### config.mk
export PLATFORM = sky130hd
export DESIGN_NAME = trap_dump_controller
export DESIGN_NICKNAME = d
export VERILOG_FILES = /design/src/rtl/dlx_sim_pkg.sv /design/src/rtl/sat_counter.sv /design/src/rtl/trap_dump_controller.sv
export SDC_FILE = /design/constraint.sdc
export NUM_CORES = 1
export LEC_CHECK = 0
export CORE_MARGIN = 4
export CORE_UTILIZATION = 40
export CTS_CLUSTER_SIZE = 16
export DETAILED_ROUTE_END_ITERATION = 8
export PLACE_DENSITY = 0.78
export SKIP_LAST_GASP = 1
export SLEW_MARGIN = 25
export SYNTH_ARGS = -nofsm -noshare
export SYNTH_HDL_FRONTEND = slang
export SYNTH_SLANG_ARGS = --single-unit
### constraint.sdc
create_clock -name clock -period 5.2 [get_ports clock]
set_input_delay 0.78 -clock clock [delete_from_list [all_inputs] [get_ports clock]]
set_output_delay 0.78 -clock clock [all_outputs]
set_load 0.05 [all_outputs]
### src/rtl/dlx_sim_pkg.sv
// Shared DLX simulation-support definitions: halt trap encoding, DMEM widths and the
// dump controller state type.
package dlx_sim_pkg;

  localparam logic [31:0] TRAP_HALT  = 32'h44000300;
  localparam int unsigned WORD_W     = 32;
  localparam int unsigned BYTE_W     = 8;
  localparam int unsigned WORD_BYTES = WORD_W / BYTE_W;

  typedef enum logic [2:0] {
    StIdle,
    StDrain,
    StRd,
    StWait,
    StOut,
    StDone
  } dump_state_t;

endpackage

### src/rtl/sat_counter.sv
// Loadable up/down counter that sticks at its limit (all-ones going up, zero going down).
module sat_counter #(
  parameter int unsigned W    = 8,
  parameter bit          DOWN = 1'b0
) (
  input  logic         clock,
  input  logic         reset,
  input  logic         load,
  input  logic [W-1:0] load_val,
  input  logic         en,
  output logic [W-1:0] count
);

  logic [W-1:0] count_q, count_d;
  logic         at_limit;

  always_comb begin
    at_limit = DOWN ? (count_q == '0) : (count_q == '1);
    count_d  = count_q;
    if (load) begin
      count_d = load_val;
    end else if (en && !at_limit) begin
      count_d = DOWN ? count_q - W'(1) : count_q + W'(1);
    end
  end

  always_ff @(posedge clock) begin
    if (reset) begin
      count_q <= '0;
    end else begin
      count_q <= count_d;
    end
  end

  assign count = count_q;

endmodule

### src/rtl/trap_dump_controller.sv
// End-of-program monitor: on the halt trap (or cycle budget expiry) freezes fetch, drains the
// pipeline, then streams a window of DMEM words out over a valid/ready port.
module trap_dump_controller
  import dlx_sim_pkg::*;
#(
  parameter logic [31:0]     TRAP_WORD      = TRAP_HALT,
  parameter int unsigned     DRAIN_CYCLES   = 5,
  parameter longint unsigned BASE_ADDR      = 0,
  parameter int unsigned     NUM_WORDS      = 3,
  parameter int unsigned     ADDR_W         = 32,
  parameter int unsigned     TIMEOUT_CYCLES = 25000
) (
  input  logic              clock,
  input  logic              reset,
  input  logic [31:0]       instr,
  input  logic              instr_valid,
  output logic              halt_req,
  output logic              mem_rd,
  output logic [ADDR_W-1:0] mem_addr,
  input  logic [31:0]       mem_rdata,
  output logic              dump_valid,
  input  logic              dump_ready,
  output logic [ADDR_W-1:0] dump_addr,
  output logic [31:0]       dump_data,
  output logic              done,
  output logic              timed_out,
  output logic [31:0]       cycle_count
);

  localparam longint unsigned LAST_OFF = 64'(NUM_WORDS - 1) * 64'd4;
  localparam bit ADDR_FITS = (ADDR_W >= 64) ? (BASE_ADDR <= (~64'd0 - LAST_OFF))
                                            : ((BASE_ADDR + LAST_OFF) < (64'd1 << ADDR_W));

  if (DRAIN_CYCLES < 1 || DRAIN_CYCLES > 255) begin : g_bad_drain
    $error("DRAIN_CYCLES must be in 1..255");
  end
  if (NUM_WORDS < 1 || NUM_WORDS > 256) begin : g_bad_words
    $error("NUM_WORDS must be in 1..256");
  end
  if (ADDR_W < 2 || ADDR_W > 64) begin : g_bad_addr_w
    $error("ADDR_W must be in 2..64");
  end
  if ((BASE_ADDR % 4) != 0) begin : g_bad_align
    $error("BASE_ADDR must be word aligned");
  end
  if (!ADDR_FITS) begin : g_bad_window
    $error("dump window exceeds the address space");
  end

  localparam logic [ADDR_W-1:0] BASE       = ADDR_W'(BASE_ADDR);
  localparam logic [7:0]        LAST_IDX   = 8'(NUM_WORDS - 1);
  localparam logic [7:0]        DRAIN_LOAD = 8'(DRAIN_CYCLES - 1);
  localparam logic [31:0]       TMO_AT     = 32'(TIMEOUT_CYCLES - 1);
  localparam bit                TMO_EN     = (TIMEOUT_CYCLES != 0);

  dump_state_t       state_q, state_d;
  logic [7:0]        idx_q, idx_d;
  logic [31:0]       data_q, data_d;
  logic              timed_out_q, timed_out_d;
  logic              drain_load, drain_en;
  logic [7:0]        drain_cnt;
  logic              trap_hit, tmo_hit;
  logic [ADDR_W-1:0] word_addr;

  sat_counter #(
    .W    (32),
    .DOWN (1'b0)
  ) u_cycle_ctr (
    .clock    (clock),
    .reset    (reset),
    .load     (1'b0),
    .load_val (32'd0),
    .en       (1'b1),
    .count    (cycle_count)
  );

  // Loaded with DRAIN_CYCLES-1 on entry so DRAIN lasts exactly DRAIN_CYCLES cycles.
  sat_counter #(
    .W    (8),
    .DOWN (1'b1)
  ) u_drain_ctr (
    .clock    (clock),
    .reset    (reset),
    .load     (drain_load),
    .load_val (DRAIN_LOAD),
    .en       (drain_en),
    .count    (drain_cnt)
  );

  assign trap_hit  = instr_valid && (instr == TRAP_WORD);
  assign tmo_hit   = TMO_EN && (cycle_count == TMO_AT);
  assign word_addr = BASE + ADDR_W'({idx_q, 2'b00});

  always_comb begin
    state_d     = state_q;
    idx_d       = idx_q;
    data_d      = data_q;
    timed_out_d = timed_out_q;
    drain_load  = 1'b0;
    drain_en    = 1'b0;
    halt_req    = 1'b1;
    mem_rd      = 1'b0;
    mem_addr    = '0;
    dump_valid  = 1'b0;
    dump_addr   = '0;
    done        = 1'b0;
    unique case (state_q)
      StIdle: begin
        halt_req = 1'b0;
        // A real trap takes priority, so a coincident budget expiry is not reported.
        if (trap_hit) begin
          state_d    = StDrain;
          drain_load = 1'b1;
        end else if (tmo_hit) begin
          state_d     = StDrain;
          drain_load  = 1'b1;
          timed_out_d = 1'b1;
        end
      end
      StDrain: begin
        if (drain_cnt == 8'd0) begin
          state_d = StRd;
        end else begin
          drain_en = 1'b1;
        end
      end
      StRd: begin
        mem_rd   = 1'b1;
        mem_addr = word_addr;
        state_d  = StWait;
      end
      StWait: begin
        data_d  = mem_rdata;
        state_d = StOut;
      end
      StOut: begin
        dump_valid = 1'b1;
        dump_addr  = word_addr;
        if (dump_ready) begin
          if (idx_q == LAST_IDX) begin
            state_d = StDone;
          end else begin
            idx_d   = idx_q + 8'd1;
            state_d = StRd;
          end
        end
      end
      StDone: begin
        done = 1'b1;
      end
      default: begin
        state_d = StIdle;
      end
    endcase
  end

  always_ff @(posedge clock) begin
    if (reset) begin
      state_q     <= StIdle;
      idx_q       <= 8'd0;
      data_q      <= 32'd0;
      timed_out_q <= 1'b0;
    end else begin
      state_q     <= state_d;
      idx_q       <= idx_d;
      data_q      <= data_d;
      timed_out_q <= timed_out_d;
    end
  end

  assign dump_data = data_q;
  assign timed_out = timed_out_q;

endmodule
Word-level counts from Yosys, hierarchy flattened

Index checks and enable logic that the tools add are counted.

Add/sub/neg operators: 3
Equal/unequal tests: 12
Mux-type cells: 19
Bitwise operators: 3
Reductions and logical operators: 10

Operators by type and width:

| cell                  | count |
|---|---|
| $add 32x1->32 const B | 1 |
| $eq 32x15->1 const B  | 1 |
| $eq 32x31->1 const B  | 1 |
| $eq 32x32->1 const B  | 1 |
| $mux 3                | 7 |
| $mux 10               | 2 |
| $pmux 3 s6            | 1 |
| $mux 1                | 9 |
| $add 8x1->8 const B   | 1 |
| $eq 8x2->1 const B    | 1 |
| $logic_not 8->1       | 1 |
| $sub 8x1->8 const B   | 1 |
| $eq 3x2->1 const B    | 2 |
| $eq 3x3->1 const B    | 2 |
| $reduce_and 3->1      | 2 |
| $reduce_and 4->1      | 1 |
| $eq 3x1->1 const B    | 1 |
| $logic_not 3->1       | 1 |
| $ne 3x3->1 const B    | 1 |
| $not 1->1             | 3 |
| $logic_and 1x1->1     | 2 |
| $ne 2x1->1 const B    | 1 |
| $ne 2x2->1 const B    | 1 |
| $reduce_bool 2->1     | 1 |
| 2 further kinds       | 2 |

Register bits after elaboration: 84
Bits of input ports: 68
Output and inout port bits: 133
Logic and storage cells: 54

Logic depth before layout (Yosys ltp)

Depth in word-level cells: 6
Mapped depth: 8
Depth with buffers taken out: 7

Modules after synthesis

From an unflattened synthesis, not the netlist that was laid out.

Cell total of the unflattened synthesis: 624
Area total of the unflattened synthesis: 5106.1 µm²

Modules (own cells, without submodules):

| module                    | instances | cells each | area each (µm²) | sequential area each (µm²) |
|---|---|---|---|---|
| trap_dump_controller      | 1         | 319        | 2528.7          | 880.8 |
| sat_counter (u_cycle_ctr) | 1         | 247        | 2048.2          | 640.6 |
| sat_counter (u_drain_ctr) | 1         | 58         | 529.3           | 160.2 |

Least setup slack after synthesis

OpenSTA, ideal clock, no wires.

Path type: reg-to-output
Start: register state_q[1]
End: output port mem_addr[2]
Data arrival time: 2639 ps
Required time: 4420 ps
Setup slack: 1781 ps
Cell stages (with the launch flop): 4
Buffers on the path: 1
Path through: dfxtp_1 > clkbuf_1 > nor3b_1 > and2_1

Word-level cells in the longest chain between the ends: 2

Ends and longest elaborated chain:

| what                     | line                        | source |
|---|---|---|
| start: declaration       | trap_dump_controller.sv:56  | `dump_state_t state_q, state_d;` |
| start signal: assignment | trap_dump_controller.sv:159 | `state_q <= StIdle;` |
| start signal: assignment | trap_dump_controller.sv:164 | `state_q <= state_d;` |
| $eq 3x2->1               | trap_dump_controller.sv:107 | `unique case (state_q)` |
| $mux 10                  | trap_dump_controller.sv:107 |  |
| end: declaration         | trap_dump_controller.sv:19  | `output logic [ADDR_W-1:0] mem_addr,` |

Every way passes these cells.

Worst setup path after layout

Start: register state_q[1]
End: output port mem_addr[8]

The elaborated chain is that of the path after synthesis.

==> Implementation_results.wiki <==
{| class="wikitable"
! Metric !! Value
|-
| Global-route wire length before repair || 19,100 um
|-
| Number of antenna violations at the first check in global routing || 0
|-
| Wirelength, routed || 11,800 um
|-
| Total overflow reported by the global router || 0
|-
| Category of the critical setup timing path || flip-flop to primary output
|-
| Final Hold Fails || 0
|-
| Endpoints failing setup || 0
|-
| Largest driver fanout on the critical path || 11
|-
| PD cells || 220 mW/mm^2
|-
| Share of post-route cells with drive strength above 1 || 0.0437
|-
| Max-slew headroom at the worst pin || 0.481
|-
| Ys Warns || 0
|-
| Input/output buffers || 152
|-
| Routability congestion estimate from global placement || 0.882
|-
| 1st-pass router iterations || 5
|-
| Most frequent standard cell in the layout excluding fill and tap cells || sky130_fd_sc_hd__clkdlybuf4s50_1
|-
| Via count of the first global-routing pass || 3,920
|-
| Worst hold-check slack || 454 ps
|-
| Minimum clock period after layout || 3220 ps
|-
| Clock network latency to the later pin of the worst-skew pair || 350 ps
|-
| Final worst clock skew || 5.23 ps
|-
| Combined area of all synthesized cells || 0.00431 sq mm
|-
| Die Ht || 112 um
|-
| Combined global-route utilization of all metal layers || 0.180
|-
| Worst min-delay path category || flip-flop to flip-flop
|-
| Die footprint || 0.0125 sq mm
|-
| Pin count of the biggest net entering global routing || 76
|-
| Number of synthesized flops with an enable pin || 0
|-
| Synthesized netlist cell count || 540
|-
| Initial core utilization || 0.414
|-
| Clock transition time at the flip-flop clock pins of the worst setup and hold paths || 80 ps
|-
| Die boundary width || 112 um
|-
| Average vias per placed instance || 5.19
|-
| Antenna Cells || 0
|-
| WL per Instance || 14.3 um
|-
| Area of the core || 0.0104 sq mm
|-
| Core occupancy in the finished layout || 0.570
|-
| Initial detailed-routing violation count || 286
|-
| Area after detailed placement || 0.00575 sq mm
|-
| Required arrival time at the worst endpoint || 4420 ps
|-
| Worst-case vdd ir drop || 0.116 mV
|-
| Number of storage elements in the synthesis netlist || 84
|-
| Total number of vias || 4,270
|-
| Post-DP HPWL || 8850 um
|-
| Total negative slack for setup checks || 0 ps
|-
| CTS tree || done
|-
| Ports placed on the boundary || 201
|-
| Result of the run || complete, no violations
|-
| Number of fillers in the final layout || 997
|-
| Period Utilization, post-route || 0.620
|-
| Num rows || 37
|-
| Root cell of the clock tree || sky130_fd_sc_hd__clkbuf_8
|-
| Bufs on Longest Clock Path || 2
|-
| Footprint of the flip-flops and latches || 0.00168 sq mm
|-
| Setup crit start kind || flip-flop
|-
| Number of different library cells in the post-synthesis netlist || 48
|-
| Sink count of the clock tree || 84
|-
| Final slew viol count || 0
|-
| Total non-filler cell area in the finished layout || 0.00594 sq mm
|-
| Worst Setup End Kind || primary output
|-
| Primary FF master, synth || sky130_fd_sc_hd__dfxtp_1
|-
| Post-synth ARST share || 0
|-
| Net count, final || 754
|-
| H-Tree Depth || 3
|-
| Sequential-to-total area share from yosys stat || 0.390
|-
| CTS resizes || 0
|-
| Post-cts hold buffer count || 0
|-
| Area overhead of the layout relative to synthesis || 37.7%
|-
| CTS buffer count || 9
|-
| Antenna violation net count after detailed routing || 0
|-
| Top library cells by usage in the layout, fill and taps aside || 151 x sky130_fd_sc_hd__clkdlybuf4s50_1, 84 x sky130_fd_sc_hd__dfxtp_1, 79 x sky130_fd_sc_hd__nand2_1
|-
| Drt drc || 0
|-
| Unrepaired setup endpoints after global routing || false
|-
| Highest clock frequency the design can meet || 0.310 GHz
|-
| Tightest Pin Transition || 772 ps
|-
| Setup fix buffers added after clock tree synthesis || 0
|-
| Area taken by multi-input logic gates || 0.00232 sq mm
|-
| Worst EP arrival || 2440 ps
|-
| Count of maximum capacitance violations || 0
|-
| Post-synthesis area per instance || 7.99 sq um
|-
| Leakage power total || 1.95 nW
|}
==> path summary, 6_finish.rpt <==
path                                                    startpoint  slack (ps)                                end  cells after the start
worst max-delay path                       state_q[1]$_SDFFE_PP0P_        1980                        mem_addr[8]                      3
worst min-delay path                    dump_data[17]$_SDFFE_PP0P_         450         dump_data[17]$_SDFFE_PP0P_                      2
worst max register to register  u_cycle_ctr.count[17]$_SDFFE_PP0P_        2750  u_cycle_ctr.count[1]$_SDFFE_PP0P_                      5
worst min register to register          dump_data[17]$_SDFFE_PP0P_         450         dump_data[17]$_SDFFE_PP0P_                      2
==> worst max-delay path: stages (launching register included) <==
cell and delay, ps:
sky130_fd_sc_hd__dfxtp_1 500, sky130_fd_sc_hd__nor3b_2 570, sky130_fd_sc_hd__and2_1 220, sky130_fd_sc_hd__clkdlybuf4s50_1 800
==> layer usage <==
metal / wire length [um] / share of wire / global-route usage / vias up
met5: 0 / 0 / 0 / -
met4: 160 / 0.014 / 0.0600 / 0
met3: 899 / 0.076 / 0.0446 / 14
met2: 5960 / 0.51 / 0.312 / 164
met1: 4750 / 0.40 / 0.218 / 1990
li1: - / - / - / 2102
==> cells by family (layout without fill, tap and decap cells) <==
logic type | count (synthesis) | count (layout) | share of synthesized area
adders and majority gates | 4 | 4 | 0.0116
DFF | 84 | 84 | 0.390
and+or+nand+nor | 249 | 249 | 0.306
muxes | 1 | 1 | 0.00232
buffers and inverters | 81 | 181 | 0.116
other | 1 | 48 | 0.000869
xor gates and xnor gates | 20 | 20 | 0.0406
AOI/OAI and AO/OA | 100 | 100 | 0.132
==> cell usage after synthesis (11+ instances only) <==
cell	count	area [sq um]
sky130_fd_sc_hd__nor4_1	13	81.3
sky130_fd_sc_hd__nand4_1	17	106
sky130_fd_sc_hd__buf_4	48	360
sky130_fd_sc_hd__xnor2_1	11	96.3
sky130_fd_sc_hd__clkbuf_1	17	63.8
sky130_fd_sc_hd__nand2_1	79	297
sky130_fd_sc_hd__a21oi_1	57	285
sky130_fd_sc_hd__nor3_1	15	75.1
sky130_fd_sc_hd__nand3_1	16	80.1
sky130_fd_sc_hd__or3_1	16	100
sky130_fd_sc_hd__and2_1	13	81.3
sky130_fd_sc_hd__o21ai_0	16	80.1
sky130_fd_sc_hd__nor2_1	37	139
sky130_fd_sc_hd__dfxtp_1	84	1680
==> stage by stage <==
step | total power, mW | std cells | worst slack (ps)
after floorplan | 0.835 | 587 | 1780
after global placement | 0.878 | 806 | 2160
after detailed placement | 0.883 | 807 | 1970
after CTS | 1.32 | 823 | 1550
after global routing | 1.36 | 823 | 1800
final | 1.31 | 823 | 1980
==> flip-flops by register name (all words and copies together), names as in the netlist <==
name	flops
u_drain_ctr.count	8
timed_out	1
idx_q	8
state_q	3
u_cycle_ctr.count	32
dump_data	32
==> final cells by class <==
class | instances | area share
Tap cell | 136 | 0.0286
Clock buffer | 12 | 0.0278
Sequential cell | 84 | 0.283
Multi-Input combinational cell | 422 | 0.390
Timing Repair Buffer | 155 | 0.260
Clock inverter | 4 | 0.00379
Inverter | 10 | 0.00632
==> where the power goes <==
group          switching, mW  internal, mW  total [mW]
logic                  0.140        0.0700       0.210
clock network          0.230         0.211       0.441
registers             0.0104         0.648       0.659
total                  0.380         0.929        1.31
No activity file was read; power rests on OpenSTA's default activity.
